$ cat config.mk
export PLATFORM = sky130hd
export DESIGN_NAME = fdtd_hy_sweep_ctrl
export DESIGN_NICKNAME = d
export VERILOG_FILES = /design/src/rtl/fdtd_hy_sweep_ctrl_pkg.sv /design/src/rtl/fdtd_valid_pipe.sv /design/src/rtl/fdtd_hy_sweep_ctrl.sv
export SDC_FILE = /design/constraint.sdc
export NUM_CORES = 1
export LEC_CHECK = 0
export ABC_AREA = 1
export CAP_MARGIN = 20
export CORE_UTILIZATION = 45
export DETAILED_ROUTE_END_ITERATION = 7
export PLACE_DENSITY = 0.79
export REMOVE_ABC_BUFFERS = 1
export SLEW_MARGIN = 15
export SYNTH_ARGS = -nofsm -noshare
export SYNTH_HDL_FRONTEND = slang
export SYNTH_SLANG_ARGS = --single-unit
export TNS_END_PERCENT = 20
$ cat constraint.sdc
create_clock -name CLK -period 4.75 [get_ports CLK]
set_clock_uncertainty 0.05 [all_clocks]
set_input_delay 0.475 -clock CLK [delete_from_list [all_inputs] [get_ports CLK]]
set_output_delay 0.475 -clock CLK [all_outputs]
set_load 0.02 [all_outputs]
$ cat src/rtl/fdtd_hy_sweep_ctrl_pkg.sv
// Shared types and latency helper for the FDTD Hy sweep sequencer.
package fdtd_pkg;

    // Default field sample width (two's complement).
    localparam int FDTD_DATA_WIDTH_DEF = 32;

    // Sweep sequencer states.
    typedef enum logic [1:0] {
        ST_IDLE  = 2'd0,
        ST_RUN   = 2'd1,
        ST_DRAIN = 2'd2,
        ST_DONE  = 2'd3
    } fdtd_state_e;

    // Cycles from a read issue to the write-back of the matching Hy result:
    // RAM latency, the input register, the Hy skew and the datapath latency.
    function automatic int fdtd_wr_latency(input int rd_lat, input int hy_skew, input int calc_lat);
        return rd_lat + 1 + hy_skew + calc_lat;
    endfunction

endpackage

$ cat src/rtl/fdtd_valid_pipe.sv
// Fixed-depth shift register with asynchronous clear. Carries {valid, addr}
// tags through the write-back path and delays Hy samples for skew alignment.
module fdtd_valid_pipe #(
    parameter int DEPTH = 1,
    parameter int WIDTH = 1
) (
    input  logic             CLK,
    input  logic             RST_N,
    input  logic [WIDTH-1:0] i_d,
    output logic [WIDTH-1:0] o_q
);

    logic [WIDTH-1:0] r_stage [DEPTH];

    // Advance every stage by one slot per clock; reset clears all stages.
    always_ff @(posedge CLK or negedge RST_N) begin
        if (!RST_N) begin
            for (int i = 0; i < DEPTH; i++) begin
                r_stage[i] <= {WIDTH{1'b0}};
            end
        end else begin
            r_stage[0] <= i_d;
            for (int i = 1; i < DEPTH; i++) begin
                r_stage[i] <= r_stage[i-1];
            end
        end
    end

    assign o_q = r_stage[DEPTH-1];

endmodule

$ cat src/rtl/fdtd_hy_sweep_ctrl.sv
// Hy sweep sequencer: streams Ez[k] / Hy[k-1] into the Hy update datapath,
// gates its clock enable, and writes the returned Hy results back in order.
module fdtd_hy_sweep_ctrl
    import fdtd_pkg::*;
#(
    parameter int FDTD_DATA_WIDTH = FDTD_DATA_WIDTH_DEF,
    parameter int ADDR_WIDTH      = 10,
    parameter int RAM_RD_LAT      = 1,
    parameter int CALC_LAT        = 4,
    parameter int HY_SKEW         = 0
) (
    input  logic                       CLK,
    input  logic                       RST_N,
    input  logic                       start_i,
    input  logic [ADDR_WIDTH-1:0]      n_cells_i,
    output logic                       ez_rd_en_o,
    output logic [ADDR_WIDTH-1:0]      ez_rd_addr_o,
    input  logic [FDTD_DATA_WIDTH-1:0] ez_rd_data_i,
    output logic                       hy_rd_en_o,
    output logic [ADDR_WIDTH-1:0]      hy_rd_addr_o,
    input  logic [FDTD_DATA_WIDTH-1:0] hy_rd_data_i,
    output logic                       calc_clken_o,
    output logic [FDTD_DATA_WIDTH-1:0] Ez_old_o,
    output logic [FDTD_DATA_WIDTH-1:0] Hy_old_o,
    input  logic [FDTD_DATA_WIDTH-1:0] Hy_n_i,
    output logic                       hy_wr_en_o,
    output logic [ADDR_WIDTH-1:0]      hy_wr_addr_o,
    output logic [FDTD_DATA_WIDTH-1:0] hy_wr_data_o,
    output logic                       busy_o,
    output logic                       done_o
);

    localparam int DW     = FDTD_DATA_WIDTH;
    localparam int AW     = ADDR_WIDTH;
    localparam int WR_LAT = fdtd_wr_latency(RAM_RD_LAT, HY_SKEW, CALC_LAT);
    // In-flight tags never exceed WR_LAT, so this width cannot overflow.
    localparam int CW     = $clog2(WR_LAT + 2);

    localparam logic [AW-1:0] ADDR_ZERO = {AW{1'b0}};
    localparam logic [AW-1:0] ADDR_ONE  = AW'(1);
    localparam logic [CW-1:0] INFL_ZERO = {CW{1'b0}};
    localparam logic [CW-1:0] INFL_ONE  = CW'(1);

    fdtd_state_e     r_state;
    fdtd_state_e     w_state_next;
    logic [AW-1:0]   r_n;
    logic [AW-1:0]   w_n_next;
    logic [AW-1:0]   r_k;
    logic [AW-1:0]   w_k_next;
    logic            w_run_next;
    logic            w_hy_issue_next;

    logic            r_ez_rd_en;
    logic [AW-1:0]   r_ez_rd_addr;
    logic            r_hy_rd_en;
    logic [AW-1:0]   r_hy_rd_addr;
    logic            r_clken;
    logic            r_busy;
    logic            r_done;

    logic [CW-1:0]   r_inflight;
    logic [CW-1:0]   w_inflight_next;

    logic            w_ez_rv;
    logic            w_hy_rv;
    logic [DW-1:0]   r_ez_old;
    logic [DW-1:0]   r_hy_reg;
    logic [DW-1:0]   w_hy_skewed;

    logic            w_wr_en;
    logic [AW-1:0]   w_wr_addr;

    // Next-state, pass counter and next-cycle issue decisions.
    always_comb begin
        w_state_next    = r_state;
        w_n_next        = r_n;
        w_k_next        = r_k;
        case (r_state)
            ST_IDLE: begin
                if (start_i) begin
                    if (n_cells_i != ADDR_ZERO) begin
                        w_n_next     = n_cells_i;
                        w_k_next     = ADDR_ZERO;
                        w_state_next = ST_RUN;
                    end else begin
                        w_state_next = ST_DONE;
                    end
                end else begin
                    w_state_next = ST_IDLE;
                end
            end
            ST_RUN: begin
                // Terminal compare before increment keeps k within AW bits.
                if (r_k == r_n) begin
                    w_state_next = ST_DRAIN;
                end else begin
                    w_k_next = r_k + ADDR_ONE;
                end
            end
            ST_DRAIN: begin
                if (r_inflight == INFL_ZERO) begin
                    w_state_next = ST_DONE;
                end else begin
                    w_state_next = ST_DRAIN;
                end
            end
            ST_DONE: begin
                w_state_next = ST_IDLE;
            end
            default: begin
                w_state_next = ST_IDLE;
            end
        endcase
        w_run_next      = (w_state_next == ST_RUN);
        w_hy_issue_next = w_run_next && (w_k_next != ADDR_ZERO);
    end

    // Count write tags issued but not yet written back.
    always_comb begin
        w_inflight_next = r_inflight;
        if (r_hy_rd_en && !w_wr_en) begin
            w_inflight_next = r_inflight + INFL_ONE;
        end else if (!r_hy_rd_en && w_wr_en) begin
            w_inflight_next = r_inflight - INFL_ONE;
        end else begin
            w_inflight_next = r_inflight;
        end
    end

    // State, counters and registered control outputs.
    always_ff @(posedge CLK or negedge RST_N) begin
        if (!RST_N) begin
            r_state      <= ST_IDLE;
            r_n          <= ADDR_ZERO;
            r_k          <= ADDR_ZERO;
            r_inflight   <= INFL_ZERO;
            r_ez_rd_en   <= 1'b0;
            r_ez_rd_addr <= ADDR_ZERO;
            r_hy_rd_en   <= 1'b0;
            r_hy_rd_addr <= ADDR_ZERO;
            r_clken      <= 1'b0;
            r_busy       <= 1'b0;
            r_done       <= 1'b0;
        end else begin
            r_state      <= w_state_next;
            r_n          <= w_n_next;
            r_k          <= w_k_next;
            r_inflight   <= w_inflight_next;
            r_ez_rd_en   <= w_run_next;
            r_ez_rd_addr <= w_run_next ? w_k_next : ADDR_ZERO;
            r_hy_rd_en   <= w_hy_issue_next;
            r_hy_rd_addr <= w_hy_issue_next ? (w_k_next - ADDR_ONE) : ADDR_ZERO;
            // Enable stays up while issuing and until the last tag has exited.
            r_clken      <= w_run_next || (w_inflight_next != INFL_ZERO);
            r_busy       <= w_run_next || (w_state_next == ST_DRAIN);
            r_done       <= (w_state_next == ST_DONE);
        end
    end

    // Read-return tracker: marks the cycle each RAM's data is valid.
    fdtd_valid_pipe #(
        .DEPTH (RAM_RD_LAT),
        .WIDTH (2)
    ) u_rd_valid_pipe (
        .CLK   (CLK),
        .RST_N (RST_N),
        .i_d   ({r_ez_rd_en, r_hy_rd_en}),
        .o_q   ({w_ez_rv, w_hy_rv})
    );

    // Capture returned samples; hold the last value between returns.
    always_ff @(posedge CLK or negedge RST_N) begin
        if (!RST_N) begin
            r_ez_old <= {DW{1'b0}};
            r_hy_reg <= {DW{1'b0}};
        end else begin
            if (w_ez_rv) begin
                r_ez_old <= ez_rd_data_i;
            end
            if (w_hy_rv) begin
                r_hy_reg <= hy_rd_data_i;
            end
        end
    end

    generate
        if (HY_SKEW > 0) begin : g_hy_skew
            fdtd_valid_pipe #(
                .DEPTH (HY_SKEW),
                .WIDTH (DW)
            ) u_hy_skew_pipe (
                .CLK   (CLK),
                .RST_N (RST_N),
                .i_d   (r_hy_reg),
                .o_q   (w_hy_skewed)
            );
        end else begin : g_hy_noskew
            assign w_hy_skewed = r_hy_reg;
        end
    endgenerate

    // Write tag {valid, addr k-1} follows the sample through RAM, skew and datapath.
    fdtd_valid_pipe #(
        .DEPTH (WR_LAT),
        .WIDTH (AW + 1)
    ) u_wr_tag_pipe (
        .CLK   (CLK),
        .RST_N (RST_N),
        .i_d   ({r_hy_rd_en, r_hy_rd_addr}),
        .o_q   ({w_wr_en, w_wr_addr})
    );

    assign ez_rd_en_o   = r_ez_rd_en;
    assign ez_rd_addr_o = r_ez_rd_addr;
    assign hy_rd_en_o   = r_hy_rd_en;
    assign hy_rd_addr_o = r_hy_rd_addr;
    assign calc_clken_o = r_clken;
    assign Ez_old_o     = r_ez_old;
    assign Hy_old_o     = w_hy_skewed;
    assign hy_wr_en_o   = w_wr_en;
    assign hy_wr_addr_o = w_wr_addr;
    // Datapath result passes straight through; forced to zero when no write.
    assign hy_wr_data_o = w_wr_en ? Hy_n_i : {DW{1'b0}};
    assign busy_o       = r_busy;
    assign done_o       = r_done;

endmodule

After elaboration in Yosys (flattened, before gate mapping)
Cells that the tools add are included.
- mux-type cells: 14
- eq/ne operators: 7
- $add $sub $neg: 4
- reduce and logical (&&, ||, !) cells: 13
- operators with widths (operator ; number):
    $mux W10 ; 5
    $mux W32 ; 1
    $pmux W10 S2 ; 1
    $reduce_bool A10 Y1 ; 2
    $add A10 B1 Y10 const B ; 1
    $eq A10 B10 Y1 ; 1
    $sub A10 B1 Y10 const B ; 1
    $eq A2 B2 Y1 const B ; 4
    $pmux W2 S4 ; 1
    $mux W2 ; 3
    $mux W3 ; 2
    $eq A2 B1 Y1 const B ; 2
    $add A3 B1 Y3 const B ; 1
    $logic_and A1 B1 Y1 ; 3
    $logic_not A3 Y1 ; 1
    $reduce_and A3 Y1 ; 1
    $reduce_bool A3 Y1 ; 1
    $sub A3 B1 Y3 const B ; 1
    $logic_not A1 Y1 ; 2
    $logic_not A2 Y1 ; 1
    $logic_or A1 B1 Y1 ; 2
    $mux W1 ; 1
- flip-flop bits (word level): 182
- output and inout port bits: 132
- word-level logic and storage cells: 58
- input bits: 109

Depth between registers and ports, before layout
- depth in word-level cells: 7
- gate-level depth with buffers: 20
- gate-level depth less buffers: 19

By module
From an unflattened synthesis, not the netlist that was laid out.
- cells, all modules: 626
- area, all modules: 7190.6 sq um
- modules (own cells, without submodules) (module ; area an instance (sq um) ; times used ; sequential area each (sq um) ; cells each):
    fdtd_hy_sweep_ctrl ; 5406.4 ; 1 ; 2852.7 ; 547
    fdtd_valid_pipe (u_wr_tag_pipe) ; 1734.2 ; 1 ; 1651.6 ; 77
    fdtd_valid_pipe (u_rd_valid_pipe) ; 50.0 ; 1 ; 50.0 ; 2

Least setup slack after synthesis
Ideal clock, no wire load.
- kind: register to register
- start: register r_k[2]
- end: register r_hy_rd_addr[6], in the netlist hy_rd_addr_o[6]
- arrival: 2.092 ns
- clock period less this slack: 2.261 ns
- setup time: 0.119 ns
- path buffers: 2
- cell stages (with the launch flop): 21
- data required time: 4.581 ns
- path slack: 2.489 ns
- cell sequence: dfrtp_1 inv_2 nand2_1 nand2_1 nor2_2 nand2_1 nor2_2 nand2_2 buf_6 nand3_1 nand2_1 clkinv_1 nand2_2 inv_1 ha_1 nand2_1 nor2_4 nand4_2 nand2_2 buf_6 nor2_2
- cells in the longest elaborated chain, start to end: 6
- elaborated cells between the ends (all ways): 13
- those cells by class: add/sub (2); eq/ne (2); mux (7); reduce/logical (2)
- RTL lines (what ; line ; source):
    from (decl) ; fdtd_hy_sweep_ctrl.sv:48 ; logic [AW-1:0] r_k;
    from (signal assigned) ; fdtd_hy_sweep_ctrl.sv:147 ; r_k <= w_k_next;
    $eq A10 B10 Y1 (*) ; fdtd_hy_sweep_ctrl.sv:94 ; if (r_k == r_n) begin
    $mux W10 (*) ; fdtd_hy_sweep_ctrl.sv:94 ;
    $pmux W10 S2 (*) ; fdtd_hy_sweep_ctrl.sv:78 ; case (r_state)
    net w_k_next[1] ; fdtd_hy_sweep_ctrl.sv:49 ; logic [AW-1:0] w_k_next;
    branches (longest 2 deep; another with $sub A10 B1 Y10) ; - ;
    $mux W10 (*) ; fdtd_hy_sweep_ctrl.sv:152 ; r_hy_rd_addr <= w_hy_issue_next ? (w_k_next - ADDR_ONE) : ADDR_ZERO;
    to (signal assigned) ; fdtd_hy_sweep_ctrl.sv:152 ;
    to (decl) ; fdtd_hy_sweep_ctrl.sv:56 ; logic [AW-1:0] r_hy_rd_addr;
Mark *: on every way through the listed nets, which the timed path passes.
A chain may end at the register's enable or synchronous reset.

Worst setup path after layout
- start: register r_state[1]
- end: register r_hy_rd_addr[9], in the netlist hy_rd_addr_o[9]
- cells in the longest elaborated chain, start to end: 5
- elaborated cells between the ends (all ways): 12
- those cells by class: add/sub (1); eq/ne (4); mux (4); reduce/logical (3)
- RTL lines (what ; line ; source):
    from (decl) ; fdtd_hy_sweep_ctrl.sv:44 ; fdtd_state_e r_state;
    from (signal assigned) ; fdtd_hy_sweep_ctrl.sv:145 ; r_state <= w_state_next;
    branches (longest 4 deep; another with $sub A10 B1 Y10) ; - ;
    $mux W10 (*) ; fdtd_hy_sweep_ctrl.sv:152 ;
Mark *: on every way between the ends.

==> results.yml <==
clock_tree:
  cts_resized: 0
  cts_num_sinks: 181
  h-tree-depth: 4
  tritoncts: "yes"
  cts_buffers: 17
  clk_path_buf_depth: 2
  clk_pin_slew_ns: 0.07
  insertion_delay_ns: 0.42
  root_buffer: "clkbuf_16"
setup_path:
  required_ns: 5.05
  worstReg2RegEnd: "hy_rd_addr_o[9]"
  regToRegSetupSlack_ns: 1.94
  cp.arrival_ns: 3.11
  path_class: "flop to flop"
  cp_max_fo: 14
  reg2reg_depth: 11
  endpoint_kind: "flop"
  setup.worst_path.start_class: "flop"
  timing.rr.start: "r_state[1]"
hold_path:
  holdCritStartpoint: "u_wr_tag_pipe.r_stage[21]"
  hold_path_end: "u_wr_tag_pipe.o_q[10]"
  hp-class: "flop to flop"
  hold_path_depth: 0
routing:
  detail_route.iter0.violations: 190
  drt-total-wl_um: 15490
  routedWlPerCell_um: 14.34
  dr.pass1.iters: 4
  postRouteAntennaNets: 0
  num_vias: 4953
  via_per_inst: 4.586
  drc_errors: 0
sta:
  maxSlewViolCount: 0
  min_period_ns: 2.805
  setup_violations: 0
  rsz0062_at_grt: "false"
  fin_crit_sh: 0.5906
  setup_tns_ns: 0
  slew_headroom: 0.3434
  max_freq_mhz: 356.5
  worst_slew_pin_slew_ns: 0.9813
  hold_violations: 0
  timing.hold.ws_ns: 0.2975
die:
  fp.coreArea_um2: 15260
  start_util: 0.4623
  rows: 45
  die_h_um: 127.2
  die_area_um2: 16180
  ios: 241
  die_w_um: 127.2
synth:
  synth.yosys.seq_area_share: 0.6421
  synthArstFlopShare: 1.000
  synth_area_um2: 7054
  ys_ff_latch: 181
  ys_types: 33
  synth_edf_count: 0
  synth.yosys.warnings: 0
  synthCells: 618
  synthFlopType: "dfrtp_1"
  syn_avg_cell_area_um2: 11.41
placed_design:
  port_buffers: 240
  numPlacedInstances: 1045
  hpwl_um: 11470
  gp_congestion: 0.9107
power:
  ir_drop_mv: 0.3684
  leakage_nw: 4.855
  power_density_nw_per_um2: 604.6
global_route:
  grt_pass1_vias: 5013
  grt_usage: 0.2019
  grt-ovfl-total: 0
  grt_first_pass_wirelength_um: 24910
  grt_antenna_before_repair: 0
  grt_max_degree: 117
status:
  status: "complete, no violations"
finish:
  n_fill_cell: 1117
  mostFrequentLayoutCells: "clkdlybuf4s50_1, dfrtp_1, nand2_1"
  layout_commonest_cell: "clkdlybuf4s50_1"
  area_growth_pct: 44.82
  final_nets: 972
  final_cells: 1080
  drive_above_1_share: 0.1749
  n_antenna_cell: 0
  register_area_um2: 4529
  multi_input_area_um2: 2053
flow_run:
  drv_cap: 0
cells in the mapped netlist, types with 2 or more instances:
master	instances	area, µm²
o21ai_0	13	65.06
mux2_2	65	732.0
a21oi_1	3	15.01
xor2_1	10	87.58
nand2_4	3	33.78
nand3_2	2	20.02
nor2_1	31	116.4
nand3_1	20	100.1
nor3_1	6	30.03
nor2_2	12	75.07
buf_1	6	22.52
nand2_1	127	476.7
a22oi_1	2	15.01
clkbuf_1	8	30.03
nor2_4	3	33.78
buf_6	2	22.52
clkinv_1	2	7.510
buf_2	2	10.01
inv_1	68	255.2
ha_1	7	87.58
dfrtp_1	181	4529
o21bai_1	2	15.01
buf_4	10	75.07
inv_2	13	48.80
nand2_2	12	75.07
stage by stage:
stage                     setup WS, ns  power (mW)  utilization  area (µm²)
after floorplan                  2.362       3.812            -        6894
after global placement           1.930       4.803       0.6286        9592
after detailed placement         1.843       4.870       0.6286        9592
after CTS                        1.798       6.239       0.6661       10160
after global routing             1.715       6.581       0.6695       10220
final                            1.945       6.177       0.6695       10220
power breakdown:
group / switching [mW] / internal (mW)
Sequential: 0.259 / 2.03
Clock: 0.632 / 0.711
Combinational: 1.40 / 1.14
Total: 2.30 / 3.88
kinds of logic after synthesis:
logic type / Yosys count / share of synthesized area
xor+xnor: 11 / 0.01366
mux: 65 / 0.1038
fa+ha+maj: 7 / 0.01242
flops: 181 / 0.6421
compound gates: 24 / 0.02075
buf+inv: 111 / 0.06687
simple gates: 219 / 0.1405
critical path, cell delays in order, from the launching register on:
cell and delay [ns]:
dfrtp_1 0.47, nor2_1 0.79, inv_1 0.16, o21bai_1 0.22
nand2_1 0.07, nand2_1 0.10, ha_1 0.25, nand2_1 0.12
nor2_4 0.06, nand4_2 0.09, nand2_2 0.19, nor2_1 0.16
sequential cells by signal (all words and copies together), names as in the netlist, 3 cells and up:
name / count
u_wr_tag_pipe.r_stage: 54
Ez_old_o: 32
Hy_old_o: 32
u_wr_tag_pipe.o_q: 11
ez_rd_addr_o: 10
hy_rd_addr_o: 10
r_k: 10
r_n: 10
r_inflight: 3
final cells by class:
cell class              count  area share
inverters                  83     0.03050
multi-input cells         326      0.2010
flip-flops and latches    181      0.4434
well taps                 211     0.02584
clock buffers              18     0.04299
repair buffers            247      0.2434
clock inverters            14     0.01298
timing repair:
| action | 4_1_cts | 5_1_grt |
|---|---|---|
| endpoints found under the hold margin | 0 | 23 |
| buffers inserted | 0 | 0 |
| hold buffers | 0 | 1 |
per-layer routing:
layer  track usage  vias to the layer above  share of wire
met5             0                        -              0
met3       0.06156                       13          0.072
met1        0.2417                     2344           0.40
met2        0.3500                      203           0.51
met4       0.06303                        0          0.011
li1              -                     2393              -
how the worst max path moves through the flow:
stage                               start                to  slack, ns  cells past startpoint
finish                         r_state[1]   hy_rd_addr_o[9]       1.94                     11
detailed placement           n_cells_i[9]   hy_rd_addr_o[9]       1.84                     15
global placement             n_cells_i[9]   hy_rd_addr_o[9]       1.93                     15
floorplan                      r_state[1]   hy_rd_addr_o[9]       2.36                     12
CTS                 u_wr_tag_pipe.o_q[10]  hy_wr_data_o[13]       1.80                      3
global route                   r_state[1]   hy_rd_addr_o[6]       1.71                     11
(Power assumes the default switching activity.)
